[config.mk]
export PLATFORM = sky130hd
export DESIGN_NAME = ifetch32
export DESIGN_NICKNAME = d
export VERILOG_FILES = /design/src/rtl/ifetch32.sv
export SDC_FILE = /design/constraint.sdc
export NUM_CORES = 1
export LEC_CHECK = 0
export CAP_MARGIN = 20
export CORE_UTILIZATION = 42
export DETAILED_ROUTE_END_ITERATION = 10
export PLACE_DENSITY = 0.65
export SYNTH_ARGS = -nofsm -noshare
export SYNTH_HDL_FRONTEND = slang
export SYNTH_SLANG_ARGS = --single-unit
[constraint.sdc]
create_clock -name clk -period 11.45 [get_ports clk]
set_clock_uncertainty 0.05 [all_clocks]
set_input_delay 3.435 -clock clk [delete_from_list [all_inputs] [get_ports clk]]
set_output_delay 3.435 -clock clk [all_outputs]
set_load 0.05 [all_outputs]
[src/rtl/ifetch32.sv]
// Instruction fetch stage: owns the PC, fetches over a req/ack handshake into
// the IF/ID register, and redirects on decoder branches.
//
// state | meaning
// START | post-reset idle, no request, acks ignored
// FETCH | request outstanding at areq
// HOLD  | acked word parked in skid buffer while downstream stalls
// DRAIN | wrong-path request still outstanding; its data is dropped
module ifetch32 #(
    parameter logic [31:0] RESET_PC = 32'h0000_0000
) (
    input  logic        clk,
    input  logic        reset,
    input  logic        stall_in,
    input  logic        ib_in,
    input  logic        bl_in,
    input  logic [31:0] bv_in,
    input  logic [31:0] imem_rdata,
    input  logic        imem_ack,
    output logic        imem_req,
    output logic [31:0] imem_addr,
    output logic [31:0] iout,
    output logic [31:0] pc_out,
    output logic        valid_out,
    output logic [31:0] lr_out,
    output logic        lr_we
);

    localparam logic [1:0] ST_START = 2'd0;
    localparam logic [1:0] ST_FETCH = 2'd1;
    localparam logic [1:0] ST_HOLD  = 2'd2;
    localparam logic [1:0] ST_DRAIN = 2'd3;

    logic [1:0]  state;
    logic [31:0] fpc;
    logic [31:0] areq;
    logic [31:0] skid;
    logic        br_take;
    logic [31:0] br_target;

    assign br_take   = ib_in && valid_out && !stall_in;
    assign br_target = pc_out + 32'd8 + bv_in;
    assign imem_req  = (state == ST_FETCH) || (state == ST_DRAIN);
    assign imem_addr = areq;

    always_ff @(posedge clk) begin
        if (reset) begin
            state     <= ST_START;
            fpc       <= RESET_PC;
            areq      <= RESET_PC;
            skid      <= 32'd0;
            iout      <= 32'd0;
            pc_out    <= 32'd0;
            valid_out <= 1'b0;
            lr_out    <= 32'd0;
            lr_we     <= 1'b0;
        end else begin
            lr_we <= br_take && bl_in;
            if (br_take) begin
                lr_out <= pc_out + 32'd4;
                fpc    <= br_target;
            end

            case (state)
                ST_START: begin
                    state <= ST_FETCH;
                    areq  <= RESET_PC;
                    fpc   <= RESET_PC;
                    if (!stall_in) begin
                        iout      <= 32'd0;
                        valid_out <= 1'b0;
                    end
                end
                ST_FETCH: begin
                    if (br_take) begin
                        iout      <= 32'd0;
                        valid_out <= 1'b0;
                        // An ack this cycle is wrong-path; otherwise wait it out.
                        if (imem_ack) areq  <= br_target;
                        else          state <= ST_DRAIN;
                    end else if (imem_ack && stall_in) begin
                        skid  <= imem_rdata;
                        state <= ST_HOLD;
                    end else if (imem_ack) begin
                        iout      <= imem_rdata;
                        pc_out    <= areq;
                        valid_out <= 1'b1;
                        areq      <= areq + 32'd4;
                        fpc       <= areq + 32'd4;
                    end else if (!stall_in) begin
                        iout      <= 32'd0;
                        valid_out <= 1'b0;
                    end
                end
                ST_HOLD: begin
                    if (br_take) begin
                        iout      <= 32'd0;
                        valid_out <= 1'b0;
                        areq      <= br_target;
                        state     <= ST_FETCH;
                    end else if (!stall_in) begin
                        iout      <= skid;
                        pc_out    <= areq;
                        valid_out <= 1'b1;
                        areq      <= areq + 32'd4;
                        fpc       <= areq + 32'd4;
                        state     <= ST_FETCH;
                    end
                end
                ST_DRAIN: begin
                    if (!stall_in) begin
                        iout      <= 32'd0;
                        valid_out <= 1'b0;
                    end
                    if (imem_ack) begin
                        areq  <= fpc;
                        state <= ST_FETCH;
                    end
                end
                default: state <= ST_START;
            endcase
        end
    end

endmodule

After elaboration in Yosys (flattened, before gate mapping)
Cells that the tools add are included.
Word-level totals
  logic and storage cells: 85
  RAM bits: 0
  register bits after elaboration: 196
  bits of input ports: 70
  latch bits: 0
  output and inout bits: 131
  bits in read-only memories: 0
  memories kept: 0
Cells by class
  bitwise logic cells: 1
  $add $sub $neg: 4
  shift-type cells: 0
  reductions and logical operators: 14
  mux-type cells: 42
  multipliers: 0
  order comparisons: 0
  div/mod/pow operators: 0
  equality and inequality tests: 15
Operators with widths (count)
  $mux W32: 24
  $pmux W32 S3: 2
  $pmux W32 S4: 1
  $add A32 B3 Y32 const B: 2
  $pmux W32 S2: 1
  $add A32 B32 Y32: 1
  $add A32 B4 Y32 const B: 1
  $mux W2: 6
  $ne A2 B2 Y1 const B: 6
  $ne A3 B3 Y1 const B: 4
  $pmux W2 S4: 1
  $mux W1: 6
  $ne A3 B2 Y1 const B: 2
  $reduce_and A6 Y1: 1
  $reduce_and A5 Y1: 1
  $eq A2 B2 Y1 const B: 2
  $logic_and A1 B1 Y1: 4
  $reduce_and A4 Y1: 1
  $pmux W1 S3: 1
  $reduce_and A3 Y1: 1
  $eq A2 B1 Y1 const B: 1
  $logic_not A2 Y1: 1
  $reduce_and A2 Y1: 1
  $reduce_bool A2 Y1: 1
  other kinds (4): 4

Depth between registers and ports, before layout
  word-level depth: 7
  mapped depth: 13

Worst setup path before layout
Ideal clock, no wire load.
  path kind: in2reg
  from: input port bv_in[1]
  to: register areq[31] (netlist: imem_addr[31])
  stages on the path: 12
  path buffers: 0
  arrival: 5893 ps
  library setup time: 122 ps
  setup slack: 5385 ps
  cell sequence: ha_1 ha_1 inv_1 fa_1 and2b_1 o31ai_2 a21oi_2 a21oi_2 a41o_4 o41ai_4 xnor2_1 a221o_1
On the way
  longest elaborated chain between the ends: 4
Ends and longest elaborated chain
  start: declaration: RTL line 17  | input logic [31:0] bv_in,
  $add A32 B32 Y32 (*): RTL line 42  | assign br_target = pc_out + 32'd8 + bv_in;
  $mux W32: RTL line 79  | if (imem_ack) areq <= br_target;
  $mux W32: RTL line 75  | if (br_take) begin
  $pmux W32 S4 (*): RTL line 64  | case (state)
  end signal: assignment: RTL line 79
  end signal: assignment: RTL line 88  | areq <= areq + 32'd4;
  end signal: assignment: RTL line 99  | areq <= br_target;
  end: declaration: RTL line 36  | logic [31:0] areq;
Mark *: on every way between the ends. The rest lies on a longest branch, timed or not. The select of a mux whose other input is x is not followed.
A chain may end at the register's enable or synchronous reset.

Worst setup path after layout
Ends and elaborated chain as after synthesis.

==> metrics.txt <==
status=complete, no violations; Wirelength per Cell=17.5 µm; Post-Syn Area=11600 µm²; largest net degree at the start of global routing=76; clk root buf=clkbuf_16; area delta synth->final=24.0%; Synth Area in XOR/XNOR=5.65%; largest family of logic cells by synthesized area=compound AO/OA/AOI/OAI gates; Skew-Pair Late Insertion Delay=0.45 ns; synth cell count leaders=nand2_1, dfxtp_1, nor2_1; leakage power=5.23 nW; complex-gate fraction of the synthesized area=27.3%; drc violations=0; fin nets=1819; drt first pass iters=7; Detailed Route WL=36.1 mm; Final Power=0.00168 W; share of post-route cells with drive strength above 1=4.78%; initial antenna violation count=0; Die ar.=28400 µm²; Final Critical Period=6.33 ns; Area contributors post-synth=dfxtp_1, nand2_1, a21oi_1; IO Pins=201; critical path data arrival time=6.62 ns; crit start category=input port; R2R setup slack=7.65 ns; Synth Area in Simple Gates=21.3%; htree depth=4; area of the multi-input gates=7240 µm²; EDFF count, synth=0; post-synthesis adder-cell area fraction=7.38%; syn nets=1691; Hold Violations, Final=0; Overflow after GRT=0; first-pass GRT wire length=57.4 mm; Rows=60; post-CTS sizing=0; Final Util=53.3%; Vias per Instance=5.65; mux contribution to synthesized area=0.280%; chip height=168 µm; number of synthesis warnings=0; Max-slew headroom=29.7%; most numerous cell in the Yosys netlist=nand2_1; DRT antenna net count=0; Async SR Flop Fraction=0%; Pins Over Slew Limit=0; critical path fanouts, max=5; CP Class=in -> reg; Sequential cell area=3920 µm²; Post-synth top flop=dfxtp_1; total global-route track usage=25.1%; final cell count without fillers=2066; initial drt markers=1007; vias in the first global route=10856; PwrDens=116 nW/µm²; post-synth cell types=67; mean post-synth cell area=7.49 µm²; Least-Margin Pin Slew=1.05 ns; Seq cells post-synth=196; sequential fraction of the synthesis area=33.7%; TritonCTS clock tree=done; Die W=168 µm; clock tree buffer depth=2; Core ar.=27100 µm²; clock slew at reported path FFs=0.08 ns; cell taking the most area after synthesis=dfxtp_1; total CTS buffers=17; DR vias=11672; Inserted Diodes=0; setup_tns=0 ns; Tcrit/Tclk final=55.3%; top cell type's share of synthesized area=33.7%; fmax=0.158 GHz; CTS Hold Bufs=0; Hold Slack=0.409 ns; fillers=2612; post-synthesis cell count=1553; worst hold path type=reg -> reg; DP HPWL=24.0 mm; worst path required time=11.74 ns; CTS Sinks=196; max-capacitance violation count=0; placed cell count=2032; RSZ-0062 raised after global routing=no; GPL Wtd Cong=0.893; Initial Utilization=42.9%; worst vdd ir=0.0993 mV; Final setup viols=0; Worst Setup End Kind=flop; Post-CTS Setup Inserts=0; Port Buf Inserts=200
layout make-up:
cell class | count | area share (%)
multi-input cells | 1223 | 50.2
well taps | 372 | 3.22
inverters | 23 | 0.598
repair buffers | 220 | 14.9
clock buffers | 18 | 2.97
flip-flops and latches | 196 | 27.2
clock inverters | 14 | 0.954
kinds of logic (layout without fill, tap and decap cells):
family,count (synthesis),in the layout
xor+xnor,75,75
simple gates,580,580
flops,196,196
fa+ha+maj,68,68
mux,3,3
compound gates,497,497
buf+inv,134,275
routing by layer:
layer	wire [µm]	track usage [%]
met5	0	0
met4	456	6.72
met3	2200	4.77
met2	17000	42.0
met1	16400	33.0
through the flow:
step                worst slack (ns)  area (µm²)
finish                          5.12       14400
CTS                             5.12       14400
global placement                4.73       13800
detailed placement              4.64       13800
global route                    5.00       14400
floorplan                       5.38       11600
power by group:
group / switching, W / total, W / internal, W / leakage [nW]
combinational: 0.000239 / 0.000355 / 0.000115 / 3.36
sequential: 0.0000211 / 0.000725 / 0.000704 / 1.59
clock: 0.000307 / 0.000598 / 0.000290 / 0.281
total: 0.000568 / 0.00168 / 0.00111 / 5.23
flip-flops by register name, summed over array words and instances (netlist names):
signal,flops
fpc,32
imem_addr,32
iout,32
lr_out,32
lr_we,1
pc_out,32
skid,32
state,2
valid_out,1
cells in the final DEF (no fill, tap or decap), types with 4 or more instances in the layout:
master	instances
inv_6	5
xnor2_1	36
o21a_1	9
clkdlybuf4s50_1	197
nor3_1	17
buf_4	19
a21oi_1	180
and3_1	20
ha_1	66
o22ai_1	11
nand4_1	9
a31oi_1	6
xor2_1	39
dfxtp_1	196
o221ai_1	32
nand3_1	31
a211o_1	5
a22o_1	4
nand2_1	274
a311oi_1	7
a32oi_1	4
nor2b_1	6
nand2b_1	7
a21o_1	14
nor2_1	179
a22oi_1	48
or3_1	11
o21ai_0	77
and4_1	5
inv_1	22
o21ai_1	14
a211oi_1	36
o211ai_1	16
clkbuf_16	17
o31ai_1	4
worst paths after layout:
path / startpoint / endpoint / cells past startpoint
setup / recovery: bv_in[1] / imem_addr[31]$_SDFFE_PP0P_ / 13
hold / removal: lr_out[1]$_SDFFE_PP0P_ / lr_out[1]$_SDFFE_PP0P_ / 2
setup reg to reg: state[0]$_SDFFE_PP0P_ / imem_addr[31]$_SDFFE_PP0P_ / 7
hold reg to reg: lr_out[1]$_SDFFE_PP0P_ / lr_out[1]$_SDFFE_PP0P_ / 2
worst max-delay path, cell delays in order:
cell and delay [ns]:
clkdlybuf4s50_1 0.42, ha_1 0.29, ha_1 0.18, inv_1 0.06, fa_1 0.40, and2b_1 0.25, o31ai_2 0.10, a21oi_2 0.25
a21oi_2 0.12, a41o_4 0.33, o41ai_4 0.30, xnor2_1 0.14, a221o_1 0.35
Note: power is estimated with default switching activity, not from simulation.
